**config.mk**
```make
export PLATFORM = sky130hd
export DESIGN_NAME = demux1_4
export DESIGN_NICKNAME = d
export VERILOG_FILES = /design/src/rtl/demux_pkg.sv /design/src/rtl/demux_slot.sv /design/src/rtl/demux1_4.sv
export SDC_FILE = /design/constraint.sdc
export NUM_CORES = 1
export LEC_CHECK = 0
export BUFFER_PORTS_ARGS = -buffer_cell sky130_fd_sc_hd__buf_4
export CORE_MARGIN = 2
export CORE_UTILIZATION = 25
export DETAILED_ROUTE_END_ITERATION = 8
export PLACE_DENSITY = 0.61
export SYNTH_ARGS = -nofsm -noshare
export SYNTH_HDL_FRONTEND = slang
export SYNTH_SLANG_ARGS = --single-unit
```
**constraint.sdc**
```tcl
create_clock -name clk -period 1.67 [get_ports clk]
set_input_delay 0.0835 -clock clk [delete_from_list [all_inputs] [get_ports clk]]
set_output_delay 0.0835 -clock clk [all_outputs]
set_load 0.05 [all_outputs]
```
**src/rtl/demux_pkg.sv**
```systemverilog
// Shared definitions for the 1-to-4 stream demultiplexer.
package demux_pkg;
  localparam int N_CH  = 4;
  localparam int SEL_W = 2;

  typedef enum logic {
    SLOT_EMPTY = 1'b0,
    SLOT_FULL  = 1'b1
  } slot_state_t;

  // One-hot decode of a channel select.
  function automatic logic [N_CH-1:0] sel_dec(input logic [SEL_W-1:0] s);
    logic [N_CH-1:0] oh;
    oh    = '0;
    oh[s] = 1'b1;
    return oh;
  endfunction
endpackage

```
**src/rtl/demux_slot.sv**
```systemverilog
// One-entry register slot: EMPTY/FULL state plus a data register.
// A load and a drain may happen in the same cycle (slot stays FULL).
module demux_slot
  import demux_pkg::*;
#(
  parameter int DATA_W = 8
) (
  input  logic              clk,
  input  logic              rst_n,
  input  logic              load,
  input  logic [DATA_W-1:0] load_data,
  input  logic              drain,
  output logic              valid,
  output logic [DATA_W-1:0] data,
  output logic              can_load
);

  slot_state_t       state_q;
  logic [DATA_W-1:0] data_q;

  // Occupancy FSM: load wins over drain, drain alone empties the slot.
  always_ff @(posedge clk or negedge rst_n) begin
    if (!rst_n)     state_q <= SLOT_EMPTY;
    else if (load)  state_q <= SLOT_FULL;
    else if (drain) state_q <= SLOT_EMPTY;
  end

  // Payload register; keeps the last value after a drain.
  always_ff @(posedge clk or negedge rst_n) begin
    if (!rst_n)    data_q <= '0;
    else if (load) data_q <= load_data;
  end

  assign valid    = (state_q == SLOT_FULL);
  assign data     = data_q;
  assign can_load = !valid || drain;

endmodule

```
**src/rtl/demux1_4.sv**
```systemverilog
// Registered 1-to-4 stream demultiplexer with per-channel holding slots.
// Optional per-channel saturating beat counters: define DEMUX1_4_CNT_EN.
module demux1_4
  import demux_pkg::*;
#(
  parameter int DATA_W = 8,
  parameter int CNT_W  = 16
) (
  input  logic                   clk,
  input  logic                   rst_n,
  input  logic [SEL_W-1:0]       sel,
  input  logic [DATA_W-1:0]      in_data,
  input  logic                   in_valid,
  output logic                   in_ready,
  output logic [N_CH*DATA_W-1:0] out_data,
  output logic [N_CH-1:0]        out_valid,
  input  logic [N_CH-1:0]        out_ready,
  output logic [N_CH*CNT_W-1:0]  out_cnt
);

  logic [N_CH-1:0]             can_load;
  logic [N_CH-1:0]             load;
  logic [N_CH-1:0]             drain;
  logic [N_CH-1:0][DATA_W-1:0] data_w;
  logic                        accept;

  // Ready only depends on the selected slot; other slots never stall the input.
  assign in_ready = can_load[sel];
  assign accept   = in_valid && in_ready;
  assign load     = accept ? sel_dec(sel) : '0;
  assign drain    = out_valid & out_ready;
  assign out_data = data_w;

  for (genvar k = 0; k < N_CH; k++) begin : g_slot
    demux_slot #(.DATA_W(DATA_W)) u_slot (
      .clk       (clk),
      .rst_n     (rst_n),
      .load      (load[k]),
      .load_data (in_data),
      .drain     (drain[k]),
      .valid     (out_valid[k]),
      .data      (data_w[k]),
      .can_load  (can_load[k])
    );
  end

`ifdef DEMUX1_4_CNT_EN
  logic [N_CH-1:0][CNT_W-1:0] cnt_q;

  // Count accepted beats per channel, holding at all-ones.
  always_ff @(posedge clk or negedge rst_n) begin
    if (!rst_n) begin
      cnt_q <= '0;
    end else begin
      for (int k = 0; k < N_CH; k++)
        if (load[k] && (cnt_q[k] != {CNT_W{1'b1}}))
          cnt_q[k] <= cnt_q[k] + 1'b1;
    end
  end

  assign out_cnt = cnt_q;
`else
  assign out_cnt = '0;
`endif

endmodule

```
==> metrics.md, run 1 <==
| Metric | Value |
|---|---|
| Yosys warning total | 0 |
| Port Buf Inserts | 53 |
| TritonCTS sink count | 36 |
| Routed met3 length | 348 um |
| Final antenna diode count | 0 |
| Mapped cell area | ~1900 um^2 |
| Core Rows | 31 |
| Post-route clock period utilization | 0.922 |
| First-pass GRT wire length | roughly 5600 um |
| Dominant cell type by area after synthesis | dfrtp_1 |
| Peak VDD IR | 0.613 mV |
| Vias | 1119 |
| Hold path depth | 2 |
| Seq cells post-synth | 36 |
| Max-cap viol count | 0 |
| Die width | 91.5 um |
| Peak Freq | ~650 MHz |
| Setup CP Type | register to output pin |
| Fillers | 764 |
| Wl on met1 | around 1600 um |
| Core area | 7330 um^2 |
| CTS HTree Levels | 2 |
| GP Congestion | between 0.6 and 0.7 |
| Sum Neg Setup Slack | 0 ns |
| GR Overflow Total | 0 |
| Leak | roughly 1.2 nW |
| Die Area | 8380 um^2 |
| Post-synth top area share | 0.470 |
| Internal | 0.00188 W |
| Per-cell routed wire length | 11.9 um |
| Post-DP HPWL | 2890 um |
| IO Pins | 118 |
| Synth cell types | 14 |
| Setup violators final | 0 |
| Initial core utilization | 0.261 |
| Detailed Route Iter0 Violations | 32 |
| Deepest clock path buffer count | 2 |
| R2r worst-path depth | 4 |
| RSZ-0062 raised after global routing | false |
| Synth Instances | between 150 and 200 |
| Layout area overhead | 20.6% |
| Share of cells above drive strength 1 | 0.465 |
| DP Area | 2190 um^2 |
| Pre-antenna DRT Iters | 4 |
| Largest net degree at the start of global routing | 37 |
| Arrival @ worst endpoint | 1.46 ns |
| Via/cell ratio | 3.54 |
| CP endpoint kind | output pin |
| Clock Skew | 0.00705 ns |
| Worst Setup Start Kind | register |
| Top post-synthesis cells by area | dfrtp_1, buf_4, mux2_2 |
| Seq pwr share | 0.335 |
| Final core area utilization | 0.315 |
| Vias in the first global route | 1036 |
| Slew Viols, Final | 0 |
| Die height | 91.5 um |
| Setup repair bufs after CTS | 0 |
| Final instance area | between 2000 and 2500 um^2 |
| Dpl cells | 307 |
| Skew-Pair Late Insertion Delay | 0.28 ns |
| Switching share of power | 0.447 |
| Net Switching | 0.00152 W |
| Share of the yosys chip area belonging to registers | 0.470 |
| Total CTS buffers | 5 |
| Met2 wire length | 1800 um |
| Root Driver | clkbuf_8 |
| Gr usage total | 0.0872 |
| Tmin final | 1.54 ns |
| CP Data Required Time | roughly 1.6 ns |
| DR DRC count | 0 |
| Nets | 233 |
| Clock slew at reported path FFs | roughly 0.080 ns |
| Comb power frac | 0.443 |
| DRT antenna net count | 0 |
| Avg Inst Size Synth | ~12 um^2 |
| CP max FO | 3 |
| Power per Cell Area | 1470 nW/um^2 |
| Top routing layer in use | met4 |
| Total Routed Length | 3760 um |
| TritonCTS clock tree | yes |
| Clock power frac | 0.222 |
| Initial antenna violation count | 0 |
| Status | complete, no violations |
| Tightest Hold Check Type | input pin to register |
| Fin. Hold Viols | 0 |
| Non-Filler Instances | between 300 and 400 |
## stage by stage
stage	hold slack (ns)	setup slack, ns	power, W
3_3_place_gp	0.0719	0.278	0.00266
2_1_floorplan	-0.212	0.400	0.00238
5_1_grt	0.0402	0.0616	0.00355
4_1_cts	0.0395	0.112	0.00345
6_report	0.0556	0.131	0.00340
3_5_place_dp	0.0812	0.267	0.00267
## repair_timing
action	4_1_cts	5_1_grt
hold buffers	1	0
endpoints found under the hold margin	36	0
resized for setup	0	0
## layout make-up
class,count,area (um^2),area share
Sequential cell,36,901,0.390
Multi-Input combinational cell,113,726,0.314
Timing Repair Buffer,60,453,0.196
Tap cell,99,124,0.0536
Clock buffer,6,72.6,0.0314
Clock inverter,2,35.0,0.0152
## power by group through the flow
stage	Combinational (W)	Sequential (W)	Clock (W)
finish	0.00150	0.00114	0.000755
global route	0.00156	0.00116	0.000832
CTS	0.00152	0.00114	0.000794
detailed placement	0.00151	0.00116	0
global placement	0.00151	0.00115	0
floorplan	0.000657	0.00172	0
## worst max-delay path, cell delays in order (launching register included)
cell and delay, ns:
dfrtp_1 0.36, nand2b_1 0.12, mux4_2 0.49, buf_4 0.21
## cells in the final DEF (no fill, tap or decap), drive strengths merged
master / instances
clkinv: 1
clkbuf: 6
o21ai: 1
nor3b: 1
nand2b: 4
conb: 64
and3: 1
nand2: 5
nand3: 1
dfrtp: 36
dlygate4sd3: 1
mux2: 32
mux4: 1
nand3b: 1
buf: 59
nor2b: 2
bufinv: 1
## per-layer routing
metal,global-route usage,vias up
met3,0.0332,4
met4,0.0227,0
met1,0.113,545
li1,-,499
met2,0.136,71
met5,0,-
## flip-flops by register name, indices dropped and copies added (netlist names)
signal / cells
g_slot.u_slot.valid: 4
g_slot.u_slot.data: 32
## final timing paths
kind | startpoint | endpoint | slack, ns
min in group asynchronous | rst_n | g_slot[3].u_slot.data[4] | 0.30
worst min-delay path | in_data[6] | g_slot[0].u_slot.data[6] | 0.06
max in group asynchronous | rst_n | g_slot[2].u_slot.data[6] | 1.03
worst min register to register | g_slot[0].u_slot.data[0] | g_slot[0].u_slot.data[0] | 0.51
worst max register to register | g_slot[3].u_slot.valid | g_slot[3].u_slot.data[0] | 0.28
worst max-delay path | g_slot[0].u_slot.valid | in_ready | 0.13
## kinds of logic after synthesis
family	after synthesis	synth area share
compound gates	1	0.00261
buf+inv	71	0.274
flops	36	0.470
mux	33	0.200
other cells	1	0.00196
simple gates	15	0.0509
## synth_stat cells
cell / instances
and3_1: 1
buf_2: 3
buf_4: 68
conb_1: 1
dfrtp_1: 36
mux2_2: 32
mux4_2: 1
nand2_1: 5
nand2b_1: 4
nand3_1: 1
nand3b_2: 1
nor2b_1: 2
nor3b_4: 1
o21ai_0: 1
No activity file was read; power rests on OpenSTA's default activity.
==> inputs of run 2 (changes only) <==
--- a/config.mk
+++ b/config.mk
@@ -6,10 +6,10 @@
 export NUM_CORES = 1
 export LEC_CHECK = 0
 export BUFFER_PORTS_ARGS = -buffer_cell sky130_fd_sc_hd__buf_4
-export CORE_MARGIN = 2
-export CORE_UTILIZATION = 25
+export CORE_MARGIN = 4
+export CORE_UTILIZATION = 43
 export DETAILED_ROUTE_END_ITERATION = 8
-export PLACE_DENSITY = 0.61
+export PLACE_DENSITY = 0.9
 export SYNTH_ARGS = -nofsm -noshare
 export SYNTH_HDL_FRONTEND = slang
 export SYNTH_SLANG_ARGS = --single-unit
==> metrics.md, run 2 (same netlist as run 1, synthesis figures left out) <==
| Metric | Value |
|---|---|
| Worst Setup Start Kind | register |
| TritonCTS sink count | 36 |
| Sum Neg Setup Slack | 0 ns |
| Dpl cells | 258 |
| CP Data Required Time | 1.59 ns |
| Port Buf Inserts | 53 |
| DP Area | about 2100 um^2 |
| Status | complete, no violations |
| Die height | 74.7 um |
| Vias | 1102 |
| Power per Cell Area | 1450 nW/um^2 |
| Post-route clock period utilization | 0.898 |
| Max-cap viol count | 0 |
| CP Launch Point | g_slot[0].u_slot.valid |
| Gr usage total | 0.127 |
| Setup violators final | 0 |
| Peak VDD IR | about 0.83 mV |
| Fin. Hold Viols | 0 |
| Tightest Hold Check Type | input pin to register |
| RSZ-0062 raised after global routing | false |
| Total Routed Length | between 3000 and 4000 um |
| Largest net degree at the start of global routing | 37 |
| Final instance area | 2210 um^2 |
| Core Rows | 24 |
| Total CTS buffers | 5 |
| Commonest non-fill, non-tap cell in the layout | conb_1 |
| Min-delay src | in_data[1] |
| Initial core utilization | 0.443 |
| Detailed Route Iter0 Violations | 27 |
| Skew-Pair Late Insertion Delay | 0.28 ns |
| GR Overflow Total | 0 |
| DRT antenna net count | 0 |
| Die Area | about 5600 um^2 |
| Worst hold margin | approximately 0.060 ns |
| TritonCTS clock tree | yes |
| First-pass GRT wire length | just over 5000 um |
| DR DRC count | 0 |
| Pre-antenna DRT Iters | 4 |
| Peak Freq | 667 MHz |
| Nets | 231 |
| Die width | 74.7 um |
| Final antenna diode count | 0 |
| Slew Viols, Final | 0 |
| Clock slew at reported path FFs | 0.07 ns |
| Tmin final | 1.50 ns |
| Via/cell ratio | roughly 4.1 |
| Core area | 4320 um^2 |
| Worst R2R Start | g_slot[1].u_slot.valid |
| CP endpoint kind | output pin |
| IO Pins | around 120 |
| CP max FO | 3 |
| Deepest clock path buffer count | 2 |
| Arrival @ worst endpoint | 1.42 ns |
| Share of cells above drive strength 1 | 0.458 |
| Commonest cells after routing, fill and taps aside | conb_1, buf_4, dfrtp_1 |
| Initial antenna violation count | 0 |
| Non-Filler Instances | about 270 |
| CTS HTree Levels | 2 |
| GP Congestion | 0.749 |
| Setup repair bufs after CTS | 0 |
| Max reg flops | 32 |
| Root Driver | clkbuf_8 |
| Clock Skew | 0.00578 ns |
| Layout area overhead | 15.2% |
| Final Power | roughly 0.0032 W |
| Leak | about 1.1 nW |
| Post-DP HPWL | 2780 um |
| Setup CP Type | register to output pin |
| Vias in the first global route | 1052 |
| Per-cell routed wire length | between 10 and 15 um |
## run 2: cell types whose count changed in the layout (fill, tap and decap cells not counted), sizes merged
cell,delta
bufinv,-1
buf,-2
## run 2: layout make-up
cell class,count,area (um^2)
Clock buffer,6,72.6
Clock inverter,1,5.00
Fill cell,393,2120
Multi-Input combinational cell,113,726
Sequential cell,36,901
Tap cell,52,65.1
Timing Repair Buffer,58,438
## run 2: path summary, 6_finish.rpt
path                                             to  slack (ns)  depth (start not counted)
min in group asynchronous  g_slot[1].u_slot.data[3]        0.29                          2
max reg2reg                g_slot[1].u_slot.data[1]        0.30                          4
max in group asynchronous    g_slot[0].u_slot.valid        1.05                          2
max                                        in_ready        0.17                          3
min reg2reg                g_slot[1].u_slot.data[0]        0.51                          1
min                        g_slot[0].u_slot.data[1]        0.06                          2
## run 2: metrics by stage
step                setup WS, ns  utilization
floorplan                  0.400            -
detailed placement         0.278        0.490
CTS                        0.159        0.510
global route               0.111        0.510
finish                     0.171        0.510
global placement           0.345        0.490
## run 2: power by group
group | switching [W] | internal (W)
registers | 0.0000893 | 0.00104
clock network | 0.000282 | 0.000283
logic | 0.00111 | 0.000389
## run 2: repair_timing
action	CTS	global route
hold buffers	1	0
endpoints found under the hold margin	36	0
gates resized for setup	0	0
## run 2: worst max-delay path, stage by stage (launching register included)
cell and delay (ns):
dfrtp_1 0.34, nand2b_1 0.11, mux4_2 0.49, buf_4 0.21
## run 2: metal layers
metal / vias up / GRT usage / part of all wire
met1: 536 / 0.141 / 0.36
met5: - / 0 / 0
met4: 0 / 0.0375 / 0.012
met3: 6 / 0.0481 / 0.11
li1: 495 / - / -
met2: 65 / 0.226 / 0.53
